==> src/rtl/usp_auth_arbiter.sv <==
// usp_auth_arbiter: round-robin arbiter sharing one USP authentication
// datapath between NUM_EV requesters. Latches the winner's ID, message and
// PUF bit, pulses usp_send_req, waits for usp_done and returns an ack/pass
// pulse to the granted requester.
// Build option: define ARB_TIMEOUT_EN to add a TIMEOUT-cycle watchdog on the
// USP response; when undefined the WAIT state holds until usp_done and
// timeout_err is tied low.
module usp_auth_arbiter #(
   parameter  int unsigned NUM_EV  = 4,
   parameter  int unsigned TIMEOUT = 16,
   localparam int unsigned IW      = $clog2(NUM_EV)
) (
   input  logic                 clk,
   input  logic                 reset,
   input  logic [NUM_EV-1:0]    ev_req,
   input  logic [16*NUM_EV-1:0] ev_id_in,
   input  logic [64*NUM_EV-1:0] ev_msg_in,
   input  logic [NUM_EV-1:0]    ev_puf_in,
   output logic [NUM_EV-1:0]    ev_ack,
   output logic [NUM_EV-1:0]    ev_pass,
   output logic [15:0]          usp_ev_id,
   output logic [63:0]          usp_msg,
   output logic                 usp_puf,
   output logic                 usp_send_req,
   input  logic                 usp_done,
   input  logic                 usp_auth_pass,
   output logic                 busy,
   output logic [IW-1:0]        grant_idx,
   output logic [7:0]           fail_cnt,
   output logic                 timeout_err
);

   localparam int unsigned ID_W  = 16;
   localparam int unsigned MSG_W = 64;
   localparam int unsigned CNT_W = 8;

   // Parameter range guards
   if (NUM_EV < 2 || NUM_EV > 8) begin : g_bad_num_ev
      $error("usp_auth_arbiter: NUM_EV must be 2..8");
   end
   if (TIMEOUT < 2 || TIMEOUT > 255) begin : g_bad_timeout
      $error("usp_auth_arbiter: TIMEOUT must be 2..255");
   end

   typedef enum logic [1:0] {
      ST_IDLE = 2'd0,
      ST_WAIT = 2'd1,
      ST_RESP = 2'd2
   } state_t;

   state_t              state_q, state_d;
   logic [IW-1:0]       last_q, last_d;
   logic [IW-1:0]       grant_d;
   logic [ID_W-1:0]     id_d;
   logic [MSG_W-1:0]    msg_d;
   logic                puf_d;
   logic                send_d;
   logic [NUM_EV-1:0]   ack_d, pass_d;
   logic [CNT_W-1:0]    fail_d;
   logic                busy_d;
   logic                resolve, verdict;

   logic [IW-1:0]       cand;
   logic [IW-1:0]       win_idx;
   logic                win_vld;
   logic [NUM_EV-1:0]   grant_oh;

`ifdef ARB_TIMEOUT_EN
   logic [CNT_W-1:0]    wd_q, wd_d;
   logic                tmo_d;
`endif

   assign grant_oh = NUM_EV'(1) << grant_idx;

   // Round-robin search: scan downward so the slot right after last wins
   always_comb begin
      cand    = '0;
      win_idx = '0;
      win_vld = 1'b0;
      for (int k = NUM_EV; k >= 1; k--) begin
         cand = IW'((int'(last_q) + k) % NUM_EV);
         if (ev_req[cand]) begin
            win_vld = 1'b1;
            win_idx = cand;
         end
      end
   end

   // Next-state and registered-output computation
   always_comb begin
      state_d = state_q;
      last_d  = last_q;
      grant_d = grant_idx;
      id_d    = usp_ev_id;
      msg_d   = usp_msg;
      puf_d   = usp_puf;
      send_d  = 1'b0;
      ack_d   = '0;
      pass_d  = '0;
      fail_d  = fail_cnt;
      resolve = 1'b0;
      verdict = 1'b0;
`ifdef ARB_TIMEOUT_EN
      wd_d    = wd_q;
      tmo_d   = 1'b0;
`endif

      case (state_q)
         ST_IDLE: begin
            if (win_vld) begin
               state_d = ST_WAIT;
               last_d  = win_idx;
               grant_d = win_idx;
               id_d    = ev_id_in[ID_W*int'(win_idx) +: ID_W];
               msg_d   = ev_msg_in[MSG_W*int'(win_idx) +: MSG_W];
               puf_d   = ev_puf_in[win_idx];
               send_d  = 1'b1;
`ifdef ARB_TIMEOUT_EN
               wd_d    = '0;
`endif
            end
         end

         ST_WAIT: begin
`ifdef ARB_TIMEOUT_EN
            wd_d = wd_q + CNT_W'(1);
`endif
            // A real verdict beats a watchdog expiry on the same cycle
            if (usp_done) begin
               resolve = 1'b1;
               verdict = usp_auth_pass;
            end
`ifdef ARB_TIMEOUT_EN
            else if (wd_q == CNT_W'(TIMEOUT - 1)) begin
               resolve = 1'b1;
               verdict = 1'b0;
               tmo_d   = 1'b1;
            end
`endif
            if (resolve) begin
               state_d = ST_RESP;
               ack_d   = grant_oh;
               pass_d  = verdict ? grant_oh : '0;
               if (!verdict && fail_cnt != {CNT_W{1'b1}}) begin
                  fail_d = fail_cnt + CNT_W'(1);
               end
            end
         end

         ST_RESP: begin
            state_d = ST_IDLE;
         end

         default: begin
            state_d = ST_IDLE;
         end
      endcase

      busy_d = (state_d != ST_IDLE);
   end

   // State and output registers
   always_ff @(posedge clk or posedge reset) begin
      if (reset) begin
         state_q      <= ST_IDLE;
         last_q       <= IW'(NUM_EV - 1);
         grant_idx    <= '0;
         usp_ev_id    <= '0;
         usp_msg      <= '0;
         usp_puf      <= 1'b0;
         usp_send_req <= 1'b0;
         ev_ack       <= '0;
         ev_pass      <= '0;
         fail_cnt     <= '0;
         busy         <= 1'b0;
`ifdef ARB_TIMEOUT_EN
         wd_q         <= '0;
         timeout_err  <= 1'b0;
`endif
      end else begin
         state_q      <= state_d;
         last_q       <= last_d;
         grant_idx    <= grant_d;
         usp_ev_id    <= id_d;
         usp_msg      <= msg_d;
         usp_puf      <= puf_d;
         usp_send_req <= send_d;
         ev_ack       <= ack_d;
         ev_pass      <= pass_d;
         fail_cnt     <= fail_d;
         busy         <= busy_d;
`ifdef ARB_TIMEOUT_EN
         wd_q         <= wd_d;
         timeout_err  <= tmo_d;
`endif
      end
   end

`ifndef ARB_TIMEOUT_EN
   assign timeout_err = 1'b0;
`endif

endmodule
==> config.mk <==
export PLATFORM = sky130hd
export DESIGN_NAME = usp_auth_arbiter
export DESIGN_NICKNAME = d
export VERILOG_FILES = /design/src/rtl/usp_auth_arbiter.sv
export SDC_FILE = /design/constraint.sdc
export NUM_CORES = 1
export LEC_CHECK = 0
export CORE_AREA = 3 3 167 169
export CTS_CLUSTER_SIZE = 10
export DETAILED_ROUTE_END_ITERATION = 8
export DIE_AREA = 0 0 170 172
export GPL_ROUTABILITY_DRIVEN = 0
export SLEW_MARGIN = 20
export SYNTH_ARGS = -nofsm -noshare
export SYNTH_HDL_FRONTEND = slang
export SYNTH_SLANG_ARGS = --single-unit
==> constraint.sdc <==
create_clock -name clk -period 8.2 [get_ports clk]
set_input_delay 1.64 -clock clk [delete_from_list [all_inputs] [get_ports clk]]
set_output_delay 1.64 -clock clk [all_outputs]
set_load 0.03 [all_outputs]
==> results of run 1 <==
[power by group through the flow]
| stage | sequential [mW] | combinational [mW] | clock (mW) |
|---|---|---|---|
| final | 0.890 | 2.11 | 0.445 |
| after global routing | 0.920 | 2.23 | 0.484 |
| after CTS | 0.890 | 2.12 | 0.464 |
| after detailed placement | 0.895 | 2.12 | 0 |
| after global placement | 0.897 | 2.10 | 0 |
| after floorplan | 1.29 | 0.865 | 0 |
[state kept, by name (all words and copies together) (netlist names)]
name / flops
busy: 1
usp_puf: 1
usp_msg: 64
ev_ack: 4
last_q: 2
grant_idx: 2
usp_ev_id: 16
state_q: 2
usp_send_req: 1
fail_cnt: 8
ev_pass: 4
[cells in the final DEF, fill, tap and decap left out, drive strengths merged, types with 3 or more instances in the layout]
cell type / synthesis / final
a21oi: 83 / 83
a221o: 81 / 81
buf: 12 / 12
clkbuf: 59 / 9
clkdlybuf4s50: 0 / 432
dfrtp: 103 / 103
inv: 4 / 10
mux2: 82 / 82
nand2: 12 / 12
nand3: 83 / 83
nor2: 19 / 19
o21ai: 82 / 82
xnor2: 4 / 4
xor2: 3 / 3
[cell usage after synthesis]
cell,n,area (um2)
dfrtp_1,103,2577
a21oi_1,83,415.4
nand3_1,83,415.4
o21ai_0,82,410.4
a221o_1,81,810.8
mux2_4,68,1021
clkbuf_1,59,221.5
nor2_1,18,67.56
mux2_2,14,157.7
nand2_1,12,45.04
buf_6,9,101.4
inv_1,4,15.01
xnor2_1,4,35.03
xor2_1,3,26.28
and2_1,2,12.51
and3_1,2,12.51
buf_4,2,15.01
dfstp_2,2,52.55
nand3b_1,2,15.01
a21boi_1,1,7.510
a21o_1,1,7.510
a2bb2oi_2,1,15.01
a311oi_1,1,8.760
a31oi_1,1,6.260
and2b_2,1,8.760
buf_2,1,5.000
conb_1,1,3.750
ha_1,1,12.51
mux2i_1,1,10.01
nand2b_1,1,6.260
nand4_1,1,6.260
nor2_2,1,6.260
o21ba_2,1,10.01
o21bai_1,1,7.510
o2bb2ai_4,1,27.53
or2_2,1,6.260
[critical path: stages]
cell,delay (ns)
clkdlybuf4s50_1,0.51
a21boi_1,0.35
o21ba_4,0.55
buf_4,0.52
nor2_4,0.07
buf_4,0.38
mux2_4,0.41
a221o_1,0.32
[worst max-delay path by stage]
stage | endpoint | slack [ns] | cells after the start
floorplan | busy | 3.80 | 1
global placement | usp_msg[39] | 3.24 | 8
detailed placement | usp_msg[33] | 3.13 | 7
CTS | usp_msg[42] | 3.51 | 7
global route | usp_msg[42] | 3.35 | 7
finish | usp_msg[42] | 3.52 | 8
[routing by layer]
layer	global-route usage (%)	routed length (um)	vias to the layer above
li1	-	-	3254
met1	22.72	11780	3419
met2	32.55	14410	328
met3	4.161	2301	36
met4	6.173	643	0
met5	0	0	-
[metrics by stage]
stage / hold slack [ns] / power [mW] / setup slack (ns) / instance area (um2) / util (%)
after detailed placement: 0.4513 / 3.010 / 3.129 / 11140 / 41.68
after global routing: 0.5071 / 3.631 / 3.355 / 11430 / 42.78
after CTS: 0.4786 / 3.474 / 3.513 / 11430 / 42.78
after floorplan: 0.4244 / 2.153 / 3.803 / 6583 / -
final: 0.4872 / 3.442 / 3.523 / 11430 / 42.78
after global placement: 0.4596 / 2.995 / 3.238 / 11140 / 41.68
[kinds of logic after synthesis]
family / Yosys count / share of synthesized area, %
compound gates: 254 / 26.23
xor+xnor: 7 / 0.9314
fa+ha+maj: 1 / 0.1900
buf+inv: 75 / 5.436
flops: 105 / 39.95
mux: 83 / 18.06
other cells: 1 / 0.05697
simple gates: 124 / 9.143
[layout make-up]
cell class / count / share of cell area, %
well taps: 341 / 3.732
clock inverters: 7 / 0.5910
flip-flops and latches: 105 / 23.01
repair buffers: 444 / 38.61
inverters: 4 / 0.1532
multi-input cells: 470 / 31.94
clock buffers: 9 / 1.970
==> impl_metrics.py, run 1 <==
metrics = {
    "clock_network": {
        "htree_levels": 3,
        "cts_root_buf": "clkbuf_16",
        "cts_buffers": 9,
        "hold_buffers": 0,
        "clock_sinks": 105,
        "cts_setup_buffers": 0,
        "path_clk_slew_ns": 0.09,
        "cts_tree": "built",
        "cts_max_path_buffers": 2,
        "clock_latency_ns": 0.35,
        "cts_resized": 0,
    },
    "route": {
        "vias_per_cell": 5.099,
        "drc_errors": 0,
        "first_pass_iters": 5,
        "drt-initial-drc-count": 434,
        "wl_per_cell_um": 21.11,
        "num_vias": 7037,
        "drt_wl_total_um": 29140,
        "ant_nets": 0,
    },
    "die": {
        "initial_core_util_pct": 24.63,
        "dieArea_um2": 29240,
        "rows": 60,
        "die_y_um": 172,
        "ios": 434,
        "core_region_area_um2": 26730,
        "die_w_um": 170,
    },
    "pwr": {
        "max-vdd-ir-drop_mv": 0.1625,
        "clkPwrFrac_pct": 12.9,
        "p_int_mw": 1.923,
        "p_switching_mw": 1.520,
        "power_leakage_nw": 4.625,
        "sw_frac_of_total_pct": 44.14,
        "power.density_nw_per_um2": 301.1,
        "power_frac_comb_pct": 61.2,
        "p_seq_share_pct": 25.9,
    },
    "worst_setup_path": {
        "critPathRequiredTime_ns": 8.43,
        "timing.rr.end": "usp_msg[48]",
        "r2r_slack_ns": 4.79,
        "setup.worst_path.start": "ev_req[3]",
        "r2r_cells": 5,
        "critPathMaxFanout": 46,
        "crit_path_end_kind": "flip-flop",
        "start_kind": "input pin",
        "timing_worst_setup_path_type": "in -> reg",
        "cp.arrival_ns": 4.90,
        "timing.rr.start": "state_q[0]",
    },
    "yosys": {
        "syn_nets": 983,
        "synth_area_um2": 6583,
        "ys_types": 36,
        "synth-seq-cells": 105,
        "yosys_warnings": 0,
        "avgSynthCellArea_um2": 10.13,
        "syn_inst": 650,
        "ys_seq_area_share_pct": 39.95,
    },
    "sta": {
        "setup_tns_ns": 0,
        "finalHoldViolCount": 0,
        "period_needed_ns": 4.677,
        "maxSlewHeadroom_pct": 26.50,
        "rsz0062_at_grt": "no",
        "slew_viol_final": 0,
        "finalSetupViolCount": 0,
        "max_freq_mhz": 213.8,
        "period_share_pct": 57.04,
        "tightest_slew_ns": 1.102,
        "fin_worst_skew_ns": 0.01125,
    },
    "cells_and_area": {
        "drive_gt1_share_pct": 11.84,
        "seqCellArea_um2": 2630,
        "syn_to_final_growth_pct": 73.67,
        "multi_input_area_um2": 3651,
        "antenna_cells": 0,
        "nets": 1367,
        "stdcell_count": 1380,
        "fill_cells": 2608,
    },
    "place": {
        "dp_hpwl_um": 20520,
        "dp.cells": 1364,
        "io_buffers": 432,
    },
    "hold_path": {
        "hold_path_class": "reg -> reg",
        "min_to": "busy",
        "hold_depth": 1,
        "holdCritStartpoint": "state_q[1]",
    },
    "global_route": {
        "grtUsageTotal_pct": 18.59,
        "grt_pass1_wl_um": 42610,
        "grt_start_max_net_pins": 85,
        "grt_pass1_vias": 7182,
        "antenna_found_initial": 0,
        "grt_overflow": 0,
    },
    "job": {
        "cap_viol_max_count": 0,
    },
    "run_status": {
        "outcome": "completed",
    },
}
(Power assumes the default switching activity.)
==> inputs of run 2 (changes only) <==
- CORE_AREA: 3 3 167 169 -> 3 3 169 171
- DIE_AREA: 0 0 170 172 -> 0 0 172 174
- clock period: 8.2 -> 4.5 ns (I/O delays scaled with it)
==> impl_metrics.py, run 2 (synthesized netlist as in run 1, its figures left out) <==
metrics = {
    "run_status": {
        "outcome": "completed",
    },
    "cells_and_area": {
        "fill_cells": 2633,
        "final_cell_mix": "clkdlybuf4s50_1 (432), dfrtp_1 (103), nand3_1 (83), a21oi_1 (83), o21ai_0 (82)",
        "fin_area_um2": 11600,
        "syn_to_final_growth_pct": 76.30,
        "antenna_cells": 0,
        "largest_reg_flops": 64,
        "seqCellArea_um2": 2630,
        "regMostFlops": "usp_msg",
        "multi_input_area_um2": 3651,
        "largestRegisters": "usp_msg x64, usp_ev_id x16, fail_cnt x8",
        "nets": 1374,
        "layout_commonest_cell": "clkdlybuf4s50_1",
        "drive_gt1_share_pct": 12.43,
    },
    "pwr": {
        "power_frac_comb_pct": 61.6,
        "power.density_nw_per_um2": 548.5,
        "power_leakage_nw": 4.702,
        "sw_frac_of_total_pct": 43.93,
        "p_seq_share_pct": 25.4,
        "p_switching_mw": 2.796,
        "clkPwrFrac_pct": 12.9,
        "max-vdd-ir-drop_mv": 0.2563,
        "p_int_mw": 3.569,
    },
    "sta": {
        "max_freq_mhz": 311.1,
        "layout_setup_ws_ns": 1.286,
        "finalHoldViolCount": 0,
        "rsz0062_at_grt": "no",
        "finalSetupViolCount": 0,
        "period_needed_ns": 3.214,
        "tightest_slew_ns": 0.7376,
        "fin_worst_skew_ns": 0.01957,
        "setup_tns_ns": 0,
        "maxSlewHeadroom_pct": 50.83,
        "slew_viol_final": 0,
        "period_share_pct": 71.42,
    },
    "route": {
        "vias_per_cell": 5.092,
        "first_pass_iters": 4,
        "wl_per_cell_um": 21.43,
        "drc_errors": 0,
        "drt-initial-drc-count": 364,
        "num_vias": 7062,
        "drt_wl_total_um": 29730,
        "ant_nets": 0,
    },
    "clock_network": {
        "cts_tree": "built",
        "cts_resized": 0,
        "path_clk_slew_ns": 0.09,
        "clock_sinks": 105,
        "hold_buffers": 0,
        "clock_latency_ns": 0.36,
        "cts_root_buf": "clkbuf_16",
        "cts_buffers": 9,
        "cts_max_path_buffers": 2,
        "cts_setup_buffers": 0,
        "htree_levels": 3,
    },
    "die": {
        "rows": 60,
        "initial_core_util_pct": 24.36,
        "dieArea_um2": 29930,
        "die_y_um": 174,
        "ios": 434,
        "core_region_area_um2": 27030,
        "die_w_um": 172,
    },
    "global_route": {
        "grt_pass1_vias": 7271,
        "grt_overflow": 0,
        "antenna_found_initial": 0,
        "grtUsageTotal_pct": 18.72,
        "grt_pass1_wl_um": 43490,
        "grt_start_max_net_pins": 75,
    },
    "worst_setup_path": {
        "worstSetupPathDepth": 7,
        "critPathMaxFanout": 46,
        "cp.arrival_ns": 3.45,
        "start_kind": "input pin",
        "max_stage_delay_ns": 0.45,
        "timing_worst_setup_path_type": "in -> reg",
        "r2r_slack_ns": 1.57,
        "crit_path_end_kind": "flip-flop",
        "critPathRequiredTime_ns": 4.73,
        "timing.rr.end": "usp_msg[10]",
        "endpoint": "usp_msg[10]",
        "r2r_cells": 6,
        "path_cells": "clkdlybuf4s50_1 -> mux2i_1 -> o2bb2ai_4 -> nor2_4 -> buf_12 -> mux2_4 -> a221o_1",
        "setup.worst_path.start": "ev_req[3]",
        "slowest_stage": "clkdlybuf4s50_1",
        "cp.buffers_inverters": 2,
        "critPathTopFamily": "buffers and inverters",
        "timing.rr.start": "last_q[1]",
    },
    "place": {
        "dp_hpwl_um": 21420,
        "io_buffers": 432,
        "postPlaceCellArea_um2": 11300,
        "dp_slack_ns": 0.9388,
    },
    "hold_path": {
        "hold_path_class": "reg -> reg",
    },
    "job": {
        "cap_viol_max_count": 0,
    },
}
run 2: cell types whose count changed in the layout (fill, tap and decap cells not counted):
cell / change
inv_8: -1
clkinv_4: +2
buf_4: -2
buf_12: +9
clkinv_8: +1
inv_4: -1
inv_6: -1
run 2: area by class of cell:
type | instances | share of cell area, %
clock inverters | 7 | 0.6253
repair buffers | 451 | 39.46
inverters | 4 | 0.1725
clock buffers | 9 | 1.941
flip-flops and latches | 105 | 22.66
multi-input cells | 470 | 31.46
well taps | 341 | 3.677
run 2: how the worst min path moves through the flow:
stage                       to  startpoint  depth (start not counted)
after floorplan           busy  state_q[1]                          1
after global placement    busy  state_q[1]                          1
after detailed placement  busy  state_q[1]                          1
after CTS                 busy  state_q[1]                          1
after global routing      busy  state_q[1]                          1
final                     busy  state_q[1]                          1
run 2: through the flow:
| stage | hold slack [ns] | total power [mW] | cells | utilization (%) |
|---|---|---|---|---|
| 6_report | 0.4685 | 6.365 | 1387 | 42.94 |
| 5_1_grt | 0.5069 | 6.725 | 1387 | 42.94 |
| 4_1_cts | 0.4761 | 6.436 | 1387 | 42.93 |
| 3_5_place_dp | 0.4705 | 5.576 | 1371 | 41.83 |
| 3_3_place_gp | 0.4462 | 5.556 | 1371 | 41.83 |
| 2_1_floorplan | 0.4244 | 3.923 | 650 | - |
run 2: power by group through the flow:
| stage | Sequential, mW | Clock, mW | Combinational, mW |
|---|---|---|---|
| floorplan | 2.35 | 0 | 1.58 |
| global placement | 1.63 | 0 | 3.93 |
| detailed placement | 1.63 | 0 | 3.95 |
| CTS | 1.62 | 0.860 | 3.95 |
| global route | 1.68 | 0.904 | 4.14 |
| finish | 1.62 | 0.824 | 3.92 |
run 2: worst register-to-register path, cell delays in order, from the launching register on:
cell	delay, ns
dfstp_2	0.66
mux2i_1	0.49
o2bb2ai_4	0.33
nor2_4	0.26
buf_12	0.34
mux2_4	0.42
a221o_1	0.32
run 2: routing by layer:
layer | track usage [%] | wire [um] | up-vias | share of wire (%)
li1 | - | - | 3264 | -
met3 | 5.413 | 2651 | 41 | 8.9
met2 | 32.68 | 14850 | 353 | 50
met1 | 21.75 | 11330 | 3404 | 38
met4 | 6.454 | 896 | 0 | 3.0
met5 | 0 | 0 | - | 0
==> inputs of run 3 (changes only) <==
- CORE_AREA: 3 3 169 171 -> 3 3 168 170
- DIE_AREA: 0 0 172 174 -> 0 0 171 173
- clock period: 4.5 -> 2.9 ns (I/O delays scaled with it)
==> impl_metrics.py, run 3 (synthesized netlist as in run 1, its figures left out) <==
metrics = {
    "run_status": {
        "outcome": "completed",
    },
    "global_route": {
        "grt_start_max_net_pins": 64,
        "grt_pass1_vias": 7307,
        "grtUsageTotal_pct": 19.21,
        "grt_pass1_wl_um": 44200,
        "grt_overflow": 0,
        "antenna_found_initial": 0,
    },
    "pwr": {
        "power.density_nw_per_um2": 851.1,
        "power_mw": 9.943,
        "max-vdd-ir-drop_mv": 0.4714,
        "power_leakage_nw": 4.749,
    },
    "sta": {
        "tightest_slew_ns": 0.7650,
        "finalSetupViolCount": 0,
        "period_share_pct": 86.43,
        "fin_worst_skew_ns": 0.01633,
        "max_freq_mhz": 399.0,
        "hold_ws_ns": 0.4924,
        "period_needed_ns": 2.506,
        "maxSlewHeadroom_pct": 49.00,
        "finalHoldViolCount": 0,
        "rsz0062_at_grt": "no",
        "slew_viol_final": 0,
    },
    "cells_and_area": {
        "fin_area_um2": 11680,
        "layout_commonest_cell": "clkdlybuf4s50_1",
        "fill_cells": 2648,
        "largestRegisters": "usp_msg x64, usp_ev_id x16, fail_cnt x8",
        "multi_input_area_um2": 3651,
        "drive_gt1_share_pct": 13.09,
        "final_core_utilization_pct": 43.47,
        "seqCellArea_um2": 2630,
        "stdcell_count": 1395,
        "regMostFlops": "usp_msg",
        "final_cell_mix": "clkdlybuf4s50_1 (432), dfrtp_1 (103), nand3_1 (83), a21oi_1 (83), o21ai_0 (82)",
        "antenna_cells": 0,
        "largest_reg_flops": 64,
        "syn_to_final_growth_pct": 77.48,
        "nets": 1382,
    },
    "clock_network": {
        "htree_levels": 3,
        "cts_tree": "built",
        "cts_root_buf": "clkbuf_16",
        "clock_latency_ns": 0.36,
        "cts_buffers": 9,
        "clock_sinks": 105,
        "cts_resized": 0,
        "hold_buffers": 0,
        "path_clk_slew_ns": 0.09,
        "cts_max_path_buffers": 2,
        "cts_setup_buffers": 0,
    },
    "die": {
        "initial_core_util_pct": 24.49,
        "rows": 60,
        "ios": 434,
        "die_w_um": 171,
        "core_region_area_um2": 26880,
        "die_y_um": 173,
        "dieArea_um2": 29580,
    },
    "route": {
        "vias_per_cell": 5.087,
        "drt_wl_total_um": 30020,
        "drt-initial-drc-count": 388,
        "first_pass_iters": 5,
        "num_vias": 7096,
        "drc_errors": 0,
        "wl_per_cell_um": 21.52,
        "ant_nets": 0,
    },
    "worst_setup_path": {
        "critPathMaxFanout": 24,
        "cp.buffers_inverters": 3,
        "slowest_stage": "clkdlybuf4s50_1",
        "crit_path_end_kind": "flip-flop",
        "cpMostUsedCell": "buf_12",
        "cp.arrival_ns": 2.75,
        "r2r_slack_ns": 0.46,
        "critPathRequiredTime_ns": 3.15,
        "critPathTopFamily": "buffers and inverters",
        "start_kind": "input pin",
        "path_cells": "clkdlybuf4s50_1 -> and2b_2 -> buf_12 -> o2bb2ai_4 -> nor2_4 -> buf_12 -> mux2_2 -> a221o_1",
        "timing_worst_setup_path_type": "in -> reg",
        "setup.worst_path.start": "ev_req[0]",
        "max_stage_delay_ns": 0.47,
        "timing.rr.start": "last_q[1]",
    },
    "hold_path": {
        "hold_path_class": "reg -> reg",
        "holdCritStartpoint": "state_q[1]",
    },
    "job": {
        "cap_viol_max_count": 0,
    },
    "place": {
        "dp.cells": 1379,
        "postPlaceCellArea_um2": 11370,
        "dp_hpwl_um": 21720,
        "io_buffers": 432,
    },
}
## run 3: changes by cell type in the layout (fill, tap and decap cells not counted)
cell | previous run | this run
buf_4 | 10 | 18
clkinv_8 | 1 | 3
inv_6 | 2 | 0
clkinv_4 | 2 | 1
inv_8 | 2 | 3
## run 3: worst paths after layout
check                               end  depth (start not counted)
min in group asynchronous   usp_msg[62]                          3
hold / removal                     busy                          1
setup / recovery           usp_ev_id[1]                          8
setup reg to reg           usp_ev_id[1]                          6
max in group asynchronous   usp_msg[18]                          3
hold reg to reg                    busy                          1
## run 3: layout make-up
type	count	area share (%)
multi-input combinational	470	31.25
inverter	4	0.1607
clock buffer	9	1.928
sequential	105	22.51
tap	341	3.652
timing repair buffer	459	39.71
clock inverter	7	0.7818
## run 3: power breakdown
part | switching (mW) | total, mW | internal, mW
registers | 0.433 | 2.53 | 2.09
clock network | 0.693 | 1.32 | 0.628
logic | 3.25 | 6.10 | 2.85
total | 4.38 | 9.94 | 5.57
## run 3: routing by layer
layer	routed length (um)	track usage (%)	share of wire, %
met2	14640	33.10	49
met1	11840	23.06	39
met4	938	6.774	3.1
met5	0	0	0
met3	2603	4.915	8.7
## run 3: worst register-to-register path: stages (launching register included)
cell and delay, ns:
dfstp_2 0.66, mux2i_1 0.36, o2bb2ai_4 0.13, nor2_4 0.24, buf_12 0.25, mux2_2 0.38, a221o_1 0.32
## run 3: per-stage QoR
stage | setup TNS, ns | setup WS (ns)
after floorplan | 0 | 0.5458
after global routing | 0 | 0.2841
after CTS | 0 | 0.3831
after detailed placement | -0.01793 | -0.009747
after global placement | 0 | 0.01401
final | 0 | 0.3935
